$ cat src/rtl/cart_pac_pkg.sv
// Shared definitions for the FM-PAC-class cartridge mapper: register offsets
// within the 16 KB cartridge page, the enable-register mask, and the OPLL
// write-queue entry layout.
package cart_pac_pkg;

   localparam logic [13:0] REG_MAGIC_LO = 14'h1FFE;
   localparam logic [13:0] REG_MAGIC_HI = 14'h1FFF;
   localparam logic [13:0] REG_OPLL_A   = 14'h3FF4;
   localparam logic [13:0] REG_OPLL_D   = 14'h3FF5;
   localparam logic [13:0] REG_ENABLE   = 14'h3FF6;
   localparam logic [13:0] REG_BANK     = 14'h3FF7;

   // Only bit 0 (OPLL enable) and bit 4 (SRAM lock) of the enable register exist.
   localparam logic [7:0]  ENABLE_MASK  = 8'h11;

   // Upper seven bits of the OPLL I/O port pair 7Ch/7Dh.
   localparam logic [6:0]  IO_PORT_HI   = 7'b0111110;

   // One pending OPLL bus write: a = A0 (0 = register address, 1 = data).
   typedef struct packed {
      logic       a;
      logic [7:0] d;
   } wq_entry_t;

endpackage

$ cat src/rtl/cart_pac_wrq.sv
// OPLL write queue with recovery-time pacer. Entries are popped one at a time
// when the pacer has run out and a clk_en tick arrives; each pop produces a
// one-cycle opll_we with registered A0/data, then reloads the pacer with the
// recovery time that matches the kind of write just issued.
module cart_pac_wrq
   import cart_pac_pkg::*;
#(
   parameter int WQ_DEPTH = 8,
   parameter int ADDR_GAP = 12,
   parameter int DATA_GAP = 84
) (
   input  logic                      clk,
   input  logic                      reset,
   input  logic                      clk_en_i,
   input  logic                      push_i,
   input  wq_entry_t                 entry_i,
   output logic                      opll_we_o,
   output logic                      opll_a_o,
   output logic [7:0]                opll_d_o,
   output logic [$clog2(WQ_DEPTH):0] level_o,
   output logic                      ovf_o
);

   localparam int PW      = (WQ_DEPTH > 1) ? $clog2(WQ_DEPTH) : 1;
   localparam int LW      = $clog2(WQ_DEPTH) + 1;
   localparam int GAP_MAX = (ADDR_GAP > DATA_GAP) ? ADDR_GAP : DATA_GAP;
   localparam int CW      = $clog2(GAP_MAX + 1);
   localparam logic [LW-1:0] FULL_LVL = LW'(WQ_DEPTH);

   wq_entry_t     fifo_q [WQ_DEPTH];
   logic [PW-1:0] rd_ptr_q, rd_ptr_d;
   logic [PW-1:0] wr_ptr_q, wr_ptr_d;
   logic [LW-1:0] level_q, level_d;
   logic [CW-1:0] pacer_q, pacer_d;
   logic          ovf_q, ovf_d;
   logic          we_q;
   logic          a_q;
   logic [7:0]    d_q;

   wq_entry_t     head;
   logic          full;
   logic          pop;
   logic          accept;

   assign head   = fifo_q[rd_ptr_q];
   assign full   = (level_q == FULL_LVL);
   assign pop    = (pacer_q == '0) && clk_en_i && (level_q != '0);
   // A pop in the same cycle frees the slot, so a push into a full queue survives.
   assign accept = push_i && (!full || pop);

   // Next-state for pointers, occupancy, overflow flag and pacer.
   always_comb begin
      rd_ptr_d = rd_ptr_q;
      wr_ptr_d = wr_ptr_q;
      level_d  = level_q + LW'(accept) - LW'(pop);
      ovf_d    = ovf_q;
      pacer_d  = pacer_q;
      if (pop)
         rd_ptr_d = rd_ptr_q + PW'(1);
      if (accept)
         wr_ptr_d = wr_ptr_q + PW'(1);
      if (push_i && !accept)
         ovf_d = 1'b1;
      if (pop)
         pacer_d = head.a ? CW'(DATA_GAP) : CW'(ADDR_GAP);
      else if (clk_en_i && (pacer_q != '0))
         pacer_d = pacer_q - CW'(1);
   end

   // Control state; reset flushes the queue and drops any pending strobe.
   always_ff @(posedge clk) begin
      if (reset) begin
         rd_ptr_q <= '0;
         wr_ptr_q <= '0;
         level_q  <= '0;
         ovf_q    <= 1'b0;
         pacer_q  <= '0;
         we_q     <= 1'b0;
      end else begin
         rd_ptr_q <= rd_ptr_d;
         wr_ptr_q <= wr_ptr_d;
         level_q  <= level_d;
         ovf_q    <= ovf_d;
         pacer_q  <= pacer_d;
         we_q     <= pop;
      end
   end

   // Queue storage and the output data register; contents are don't-care until qualified.
   always_ff @(posedge clk) begin
      if (accept)
         fifo_q[wr_ptr_q] <= entry_i;
      if (pop) begin
         a_q <= head.a;
         d_q <= head.d;
      end
   end

   assign opll_we_o = we_q;
   assign opll_a_o  = a_q;
   assign opll_d_o  = d_q;
   assign level_o   = level_q;
   assign ovf_o     = ovf_q;

endmodule

$ cat src/rtl/cart_pac_mapper.sv
// FM-PAC-class cartridge mapper: ROM bank register, magic-unlocked battery
// SRAM window, and a paced OPLL write queue (cart_pac_wrq).
// Build option: define CART_PAC_IO_PORT_EN to also accept OPLL writes on
// I/O ports 7Ch/7Dh; without it only the memory-mapped registers push.
module cart_pac_mapper
   import cart_pac_pkg::*;
#(
   parameter int          BANK_BITS = 2,
   parameter int          SRAM_AW   = 13,
   parameter int          WQ_DEPTH  = 8,
   parameter int          ADDR_GAP  = 12,
   parameter int          DATA_GAP  = 84,
   parameter logic [15:0] MAGIC     = 16'h694D
) (
   input  logic                      clk,
   input  logic                      reset,
   input  logic                      clk_en,
   input  logic [15:0]               addr,
   input  logic [7:0]                d_from_cpu,
   output logic [7:0]                d_to_cpu,
   input  logic                      cs,
   input  logic                      wr,
   input  logic                      rd,
   input  logic                      iorq,
   input  logic                      m1,
   output logic                      cart_oe,
   output logic                      sram_oe,
   output logic                      sram_we,
   output logic [SRAM_AW-1:0]        sram_addr,
   output logic [BANK_BITS+13:0]     mem_addr,
   output logic                      mem_oe,
   output logic                      opll_we,
   output logic                      opll_a,
   output logic [7:0]                opll_d,
   output logic [$clog2(WQ_DEPTH):0] wq_level,
   output logic                      wq_ovf
);

   logic                 wr_q;
   logic [7:0]           enable_q, enable_d;
   logic [BANK_BITS-1:0] bank_q, bank_d;
   logic [15:0]          magic_q, magic_d;

   logic [13:0]          off;
   logic                 wr_ev;
   logic                 mem_ev;
   logic                 io_ev;
   logic                 unlocked;
   logic                 push;
   wq_entry_t            push_entry;
   logic [7:0]           bank_rd;
   logic                 unused_pins;

   assign off      = addr[13:0];
   // A write is acted on once, at the rising edge of the wr level.
   assign wr_ev    = wr & ~wr_q;
   assign mem_ev   = cs & wr_ev;
   assign unlocked = (magic_q == MAGIC);

`ifdef CART_PAC_IO_PORT_EN
   assign io_ev       = iorq & ~m1 & (addr[7:1] == IO_PORT_HI) & wr_ev;
   assign unused_pins = ^{rd, addr[15:14]};
`else
   assign io_ev       = 1'b0;
   assign unused_pins = ^{rd, addr[15:14], iorq, m1};
`endif

   assign push       = (mem_ev & ((off == REG_OPLL_A) | (off == REG_OPLL_D))) | io_ev;
   assign push_entry = '{a: addr[0], d: d_from_cpu};

   // Register-write decode; an SRAM-lock write clears the magic latch.
   always_comb begin
      enable_d = enable_q;
      bank_d   = bank_q;
      magic_d  = magic_q;
      if (mem_ev) begin
         case (off)
            REG_MAGIC_LO: if (!enable_q[4]) magic_d[7:0]  = d_from_cpu;
            REG_MAGIC_HI: if (!enable_q[4]) magic_d[15:8] = d_from_cpu;
            REG_ENABLE: begin
               enable_d = d_from_cpu & ENABLE_MASK;
               if (d_from_cpu[4])
                  magic_d = '0;
            end
            REG_BANK:     bank_d = d_from_cpu[BANK_BITS-1:0];
            default: ;
         endcase
      end
   end

   // Mapper control registers and the write-edge detector.
   always_ff @(posedge clk) begin
      if (reset) begin
         wr_q     <= 1'b0;
         enable_q <= '0;
         bank_q   <= '0;
         magic_q  <= '0;
      end else begin
         wr_q     <= wr;
         enable_q <= enable_d;
         bank_q   <= bank_d;
         magic_q  <= magic_d;
      end
   end

   // Zero-extended bank value for read-back.
   always_comb begin
      bank_rd                = '0;
      bank_rd[BANK_BITS-1:0] = bank_q;
   end

   // Register read-back; magic bytes are only visible once the window is open.
   always_comb begin
      cart_oe  = 1'b0;
      d_to_cpu = 8'hFF;
      if (cs) begin
         case (off)
            REG_ENABLE: begin
               cart_oe  = 1'b1;
               d_to_cpu = enable_q;
            end
            REG_BANK: begin
               cart_oe  = 1'b1;
               d_to_cpu = bank_rd;
            end
            REG_MAGIC_LO: if (unlocked) begin
               cart_oe  = 1'b1;
               d_to_cpu = magic_q[7:0];
            end
            REG_MAGIC_HI: if (unlocked) begin
               cart_oe  = 1'b1;
               d_to_cpu = magic_q[15:8];
            end
            default: ;
         endcase
      end
   end

   // SRAM occupies the lower 8 KB of the page; upper address bits stay zero.
   always_comb begin
      sram_addr       = '0;
      sram_addr[12:0] = addr[12:0];
   end

   assign sram_oe  = cs & unlocked & ~addr[13];
   assign sram_we  = sram_oe & wr;
   assign mem_addr = {bank_q, off};
   assign mem_oe   = cs;

   cart_pac_wrq #(
      .WQ_DEPTH (WQ_DEPTH),
      .ADDR_GAP (ADDR_GAP),
      .DATA_GAP (DATA_GAP)
   ) u_wrq (
      .clk       (clk),
      .reset     (reset),
      .clk_en_i  (clk_en),
      .push_i    (push),
      .entry_i   (push_entry),
      .opll_we_o (opll_we),
      .opll_a_o  (opll_a),
      .opll_d_o  (opll_d),
      .level_o   (wq_level),
      .ovf_o     (wq_ovf)
   );

endmodule

$ cat config.mk
export PLATFORM = sky130hd
export DESIGN_NAME = cart_pac_mapper
export DESIGN_NICKNAME = d
export VERILOG_FILES = /design/src/rtl/cart_pac_pkg.sv /design/src/rtl/cart_pac_wrq.sv /design/src/rtl/cart_pac_mapper.sv
export SDC_FILE = /design/constraint.sdc
export NUM_CORES = 1
export LEC_CHECK = 0
export CAP_MARGIN = 10
export CORE_UTILIZATION = 50
export CTS_BUF_LIST = sky130_fd_sc_hd__clkbuf_8 sky130_fd_sc_hd__clkbuf_16
export CTS_CLUSTER_SIZE = 8
export DETAILED_ROUTE_END_ITERATION = 8
export HOLD_SLACK_MARGIN = 0.08
export PLACE_DENSITY = 0.85
export SYNTH_ARGS = -nofsm -noshare
export SYNTH_HDL_FRONTEND = slang
export SYNTH_SLANG_ARGS = --single-unit
$ cat constraint.sdc
create_clock -name clk -period 3.1 [get_ports clk]
set_input_delay 0.465 -clock clk [delete_from_list [all_inputs] [get_ports clk]]
set_output_delay 0.465 -clock clk [all_outputs]
set_load 0.02 [all_outputs]
Yosys cells after proc, flatten, opt, wreduce, memory -nomap -nowiden. Memory sizes are Yosys's and may differ from the RTL's. A register that Yosys moved wholly into a read port is not among the register bits. Cells that the tools add are included.

Memories: 1. Bits in writable memories: 72. Output and inout bits: 56. Word-level logic and storage cells: 77. Flip-flop bits (word level): 49.

Memories: u_wrq.fifo_q (words 8, bits a word 9, rd ports 1, clocked after Yosys merged registers in 1, write ports 1, RTL line cart_pac_wrq.sv:30) `wq_entry_t fifo_q [WQ_DEPTH];`.

Bitwise operators: 9. Add/sub/neg operators: 5. Mux-type cells: 18. Reductions and logical operators: 20. Eq/ne operators: 11.

Operators with widths (number): equality test 14 bit (second input constant) (4); two-way mux 8 bit (4); one-hot mux 8 bit (2 select lines) (2); one-hot mux 8 bit (4 select lines) (1); equality test 14 x 13 -> 1 bit (second input constant) (2); two-way mux 7 bit (3); equality test 16 x 15 -> 1 bit (second input constant) (1); two-way mux 16 bit (1); AND reduction 4 bit (2); zero test 7 bit (1); nonzero test 7 bit (1); subtractor 7 x 1 -> 7 bit (second input constant) (1); adder 3 x 1 -> 3 bit (second input constant) (2); AND 1 bit (6); two-way mux 3 bit (2); != test 2 bit (second input constant) (3); nonzero test 2 bit (3); logical AND 1 bit (5); adder 4 x 1 -> 4 bit (1); equality test 4 bit (second input constant) (1); two-way mux 1 bit (4); AND reduction 2 bit (2); nonzero test 4 bit (1); OR reduction 2 bit (2); 6 further kinds (8).

Longest topological paths before layout.
Depth in word-level cells: 7. Depth in mapped cells: 13.

Hierarchy. A second synthesis with hierarchy kept.

Cells, all modules: 408. Area, all modules: 5529.1 sq um.

Modules (own cells, without submodules): cart_pac_wrq (cells each 240, times used 1, seq. area each 2872.8 sq um, area each 4105.2 sq um); cart_pac_mapper (cells each 168, times used 1, seq. area each 420.4 sq um, area each 1423.9 sq um).

Least setup slack after synthesis. Ideal clock, no wire load.

Path kind: reg2reg. Start point: register u_wrq.level_q[2] (netlist: u_wrq.level_o[2]). End point: memory u_wrq.fifo_q[0][0] in the netlist's numbering (enable). Data arrival time: 2576 ps. Required time: 2701 ps. Slack: 125 ps. Clock period less this slack: 2975 ps. Path buffers: 0. Cell stages (with the launch flop): 7. Cells stage by stage: dfxtp_1 inv_1 ha_1 or4bb_1 o211a_1 nand3b_1 nor4_1.

Cells in the longest elaborated chain, start to end: 6.

RTL lines: start, declared (RTL line cart_pac_wrq.sv:33) `logic [LW-1:0] level_q, level_d;`; start signal, assigned (RTL line cart_pac_wrq.sv:82) `level_q <= level_d;`; equality test 4 bit / nonzero test 4 bit (equally long branches) (RTL line cart_pac_wrq.sv:46, cart_pac_wrq.sv:47); zero test 1 bit / logical AND 1 bit (equally long branches) (RTL line cart_pac_wrq.sv:49, cart_pac_wrq.sv:47); logical OR 1 bit (*) (RTL line cart_pac_wrq.sv:49) `assign accept = push_i && (!full || pop);`; logical AND 1 bit (*) (RTL line cart_pac_wrq.sv:49); two-way mux 1 bit (*) (RTL line cart_pac_wrq.sv:91) `if (accept)`; two-way mux 1 bit (not written as such) (*) (RTL line cart_pac_wrq.sv:92) `fifo_q[wr_ptr_q] <= entry_i;`; end, declared (RTL line cart_pac_wrq.sv:30).

Mark *: on every way between the ends. The rest lies on a longest branch, timed or not.

Final worst setup path.
Start point: input addr[12]. End point: output d_to_cpu[1].

Cells in the longest elaborated chain, start to end: 3.

RTL lines: start, declared (RTL line cart_pac_mapper.sv:18) `input logic [15:0] addr,`; equality test 14 x 13 -> 1 bit / equality test 14 bit (equally long branches) (RTL line cart_pac_mapper.sv:117) `case (off)`; one-hot mux 8 bit (4 select lines) (*) (RTL line cart_pac_mapper.sv:117); two-way mux 8 bit (*) (RTL line cart_pac_mapper.sv:116) `if (cs) begin`; end, declared (RTL line cart_pac_mapper.sv:20) `output logic [7:0] d_to_cpu,`.

Marks and branches as above.

==> flow_summary.json <==
{
  "status": "finished clean",
  "path_class": "in2out",
  "grt_use_total": 0.231,
  "ys_ff_latch": 124,
  "cp_max_fo": 4,
  "cts_tree": "done",
  "r2r_end": "u_wrq.level_o[1]",
  "cts_hold_buf": 0,
  "timing.fmax_ghz": 0.338,
  "period_share": 0.953,
  "worst_pin_slew_ns": 0.807,
  "finalSetupTns_ns": 0,
  "synthFlopType": "edfxtp_1",
  "fillers": 680,
  "clock_latency_ns": 0.51,
  "syn_inst": 380,
  "hold_violations": 0,
  "synth_nets": 422,
  "arrival_ns": 2.49,
  "rrSetupSlack_ns": 0.38,
  "ant_nets": 0,
  "fp.dieArea_um2": 11000,
  "synth-seq-area-share": 0.620,
  "die_x_um": 105,
  "row_count": 37,
  "synth-edff-count": 81,
  "grt_max_degree": 27,
  "fin_nets": 522,
  "fin_crit_ns": 2.96,
  "finalWirelength_mm": 11.8,
  "fin_hold_ws_ns": 0.469,
  "place_hpwl_mm": 7.62,
  "drt-pass1-iter-count": 4,
  "grt_first_pass_wirelength_mm": 19.1,
  "end_kind": "output port",
  "synthArstFlopShare": 0,
  "vias": 3524,
  "reg2regPathDepth": 8,
  "numPlacedInstances": 597,
  "critPathLaunchType": "input port",
  "maxSlewHeadroom": 0.458,
  "clockBufferDepth": 2,
  "setup_viol": 0,
  "syn_area_per_cell_um2": 14.0,
  "skew_ns": 0.00669,
  "drc": 0,
  "area_growth_pct": 31.2,
  "multi_input_area_um2": 1720,
  "drv_slew": 0,
  "cp.required_ns": 2.63,
  "gp_congestion": 0.790,
  "layout.cells.non_filler": 629,
  "cp-startpoint": "addr[12]",
  "reg2reg_from": "u_wrq.pacer_q[2]",
  "num_antenna_cells": 0,
  "io_pins": 88,
  "grt_pass1_vias": 3731,
  "cts.sinks": 124,
  "syn_area_um2": 5310,
  "root_buffer": "clkbuf_8",
  "ir_worst_vdd_mv": 0.398,
  "initial_utilization": 0.515,
  "cts_max_level": 4,
  "seqCellArea_um2": 3290,
  "drtIter0Drc": 163,
  "drv_cap": 0,
  "drive_above_1_share": 0.223,
  "coreArea_um2": 10300,
  "p_leak_nw": 2.47,
  "io_buffers": 82,
  "clk_pin_slew_worst_paths_ns": 0.05,
  "powerDensity_nw_per_um2": 713,
  "antenna_found_initial": 0,
  "ys.warnings.count": 0,
  "die_y_um": 105,
  "numCtsBuffers": 17,
  "grt_overflow": 0,
  "cp-endpoint": "d_to_cpu[1]",
  "hold_path.class": "reg2reg",
  "grt_setup_unrepaired": "yes",
  "via_per_inst": 5.60,
  "wl_per_cell_um": 18.8,
  "ys_types": 53
}
-- worst min path at each step --
stage / start / to / slack, ns / depth (start not counted)
2_1_floorplan: enable_q[0] / enable_q[0] / 0.43 / 2
3_3_place_gp: enable_q[0] / enable_q[0] / 0.44 / 2
3_5_place_dp: enable_q[0] / enable_q[0] / 0.45 / 2
4_1_cts: enable_q[0] / enable_q[0] / 0.46 / 2
5_1_grt: enable_q[0] / enable_q[0] / 0.50 / 2
6_report: enable_q[0] / enable_q[0] / 0.47 / 2
-- worst max-delay path: stages --
cell and delay [ns]:
clkdlybuf4s50_1 0.49, nand4_1 0.12, or3_1 0.40, nor4_2 0.21, buf_4 0.16, o21bai_1 0.12, a41o_1 0.24, clkdlybuf4s15_1 0.28
-- cell families (layout without fill, tap and decap cells) --
kind of cell    count (synthesis)  after routing  share of synthesized area
simple gates                  107            107                      0.117
mux                            31             31                      0.103
compound gates                 48             48                     0.0631
buf+inv                        52            165                     0.0591
xor+xnor                        8              8                     0.0132
flops                         124            124                      0.620
fa+ha+maj                      10             10                     0.0250
-- synthesized netlist by cell type, types with 3 or more instances --
| library cell | n | area, um^2 |
|---|---|---|
| edfxtp_1 | 81 | 2430 |
| dfxtp_1 | 43 | 861 |
| buf_4 | 28 | 210 |
| nor2_1 | 23 | 86.3 |
| nand2_1 | 19 | 71.3 |
| mux4_2 | 18 | 405 |
| a22o_1 | 15 | 131 |
| a21oi_1 | 12 | 60.1 |
| inv_1 | 11 | 41.3 |
| nand3_1 | 10 | 50.1 |
| ha_1 | 9 | 113 |
| mux2_2 | 9 | 101 |
| nor3_1 | 8 | 40.0 |
| clkbuf_1 | 7 | 26.3 |
| o21ai_0 | 7 | 35.0 |
| xnor2_1 | 7 | 61.3 |
| nand2b_1 | 6 | 37.5 |
| nor2b_1 | 6 | 37.5 |
| nor4_1 | 6 | 37.5 |
| mux2i_1 | 4 | 40.0 |
| a211oi_1 | 3 | 22.5 |
| a21o_1 | 3 | 22.5 |
| nand4_1 | 3 | 18.8 |
| nor3b_1 | 3 | 22.5 |
| or4_1 | 3 | 22.5 |
-- where the power goes --
group	internal, mW	switching [mW]
Sequential	1.86	0.0699
Clock	1.38	0.682
Combinational	0.472	0.496
Total	3.72	1.25
-- through the flow --
stage / power (mW) / util / area (um^2) / setup WS [ns]
final: 4.97 / 0.675 / 6970 / 0.145
after global routing: 5.15 / 0.675 / 6970 / -0.0104
after CTS: 4.98 / 0.674 / 6960 / 0.0532
after global placement: 2.87 / 0.613 / 6330 / -0.158
after detailed placement: 2.91 / 0.613 / 6330 / -0.161
after floorplan: 2.63 / - / 5310 / 0.125
-- sequential cells by signal, indices dropped and copies added, names as in the netlist, 2 cells and up, named ones only --
| name | cells |
|---|---|
| u_wrq.fifo_q | 72 |
| u_wrq.level_o | 4 |
| enable_q | 2 |
| u_wrq.wr_ptr_q | 3 |
| u_wrq.pacer_q | 7 |
| u_wrq.rd_ptr_q | 3 |
| magic_q | 16 |
| u_wrq.opll_d_o | 8 |
| bank_q | 2 |
-- final cells by class --
cell class / count / share of cell area
Multi-Input combinational cell: 204 / 0.247
Tap cell: 136 / 0.0244
Clock buffer: 22 / 0.0725
Inverter: 13 / 0.00772
Timing Repair Buffer: 120 / 0.157
Clock inverter: 10 / 0.0189
Sequential cell: 124 / 0.473
-- placed cells by master (no fill, tap or decap), types with 4 or more instances in the layout --
cell / instances
mux2i_1: 4
nand2_1: 19
clkbuf_16: 18
o21ai_0: 7
dfxtp_1: 43
a21oi_1: 12
nor3_1: 8
a22o_1: 15
edfxtp_1: 81
nand3_1: 10
nor4_1: 5
ha_1: 9
inv_1: 13
nand2b_1: 6
nor2_1: 23
mux4_2: 18
buf_4: 38
dlygate4sd2_1: 4
clkbuf_8: 4
xnor2_1: 7
clkdlybuf4s50_1: 75
nor2b_1: 6
mux2_2: 9
-- timing repair --
action	CTS	global route
setup endpoints to repair	7	5
resized for setup	8	7
setup buffers	0	0
gates cloned	0	0
-- per-layer routing --
| layer | track usage | wire length [um] | vias to the layer above |
|---|---|---|---|
| met2 | 0.397 | 6180 | 149 |
| met1 | 0.274 | 4620 | 1734 |
| met5 | 0 | 0 | - |
| met3 | 0.0561 | 746 | 22 |
| li1 | - | - | 1619 |
| met4 | 0.103 | 261 | 0 |
No activity file was read; power rests on OpenSTA's default activity.
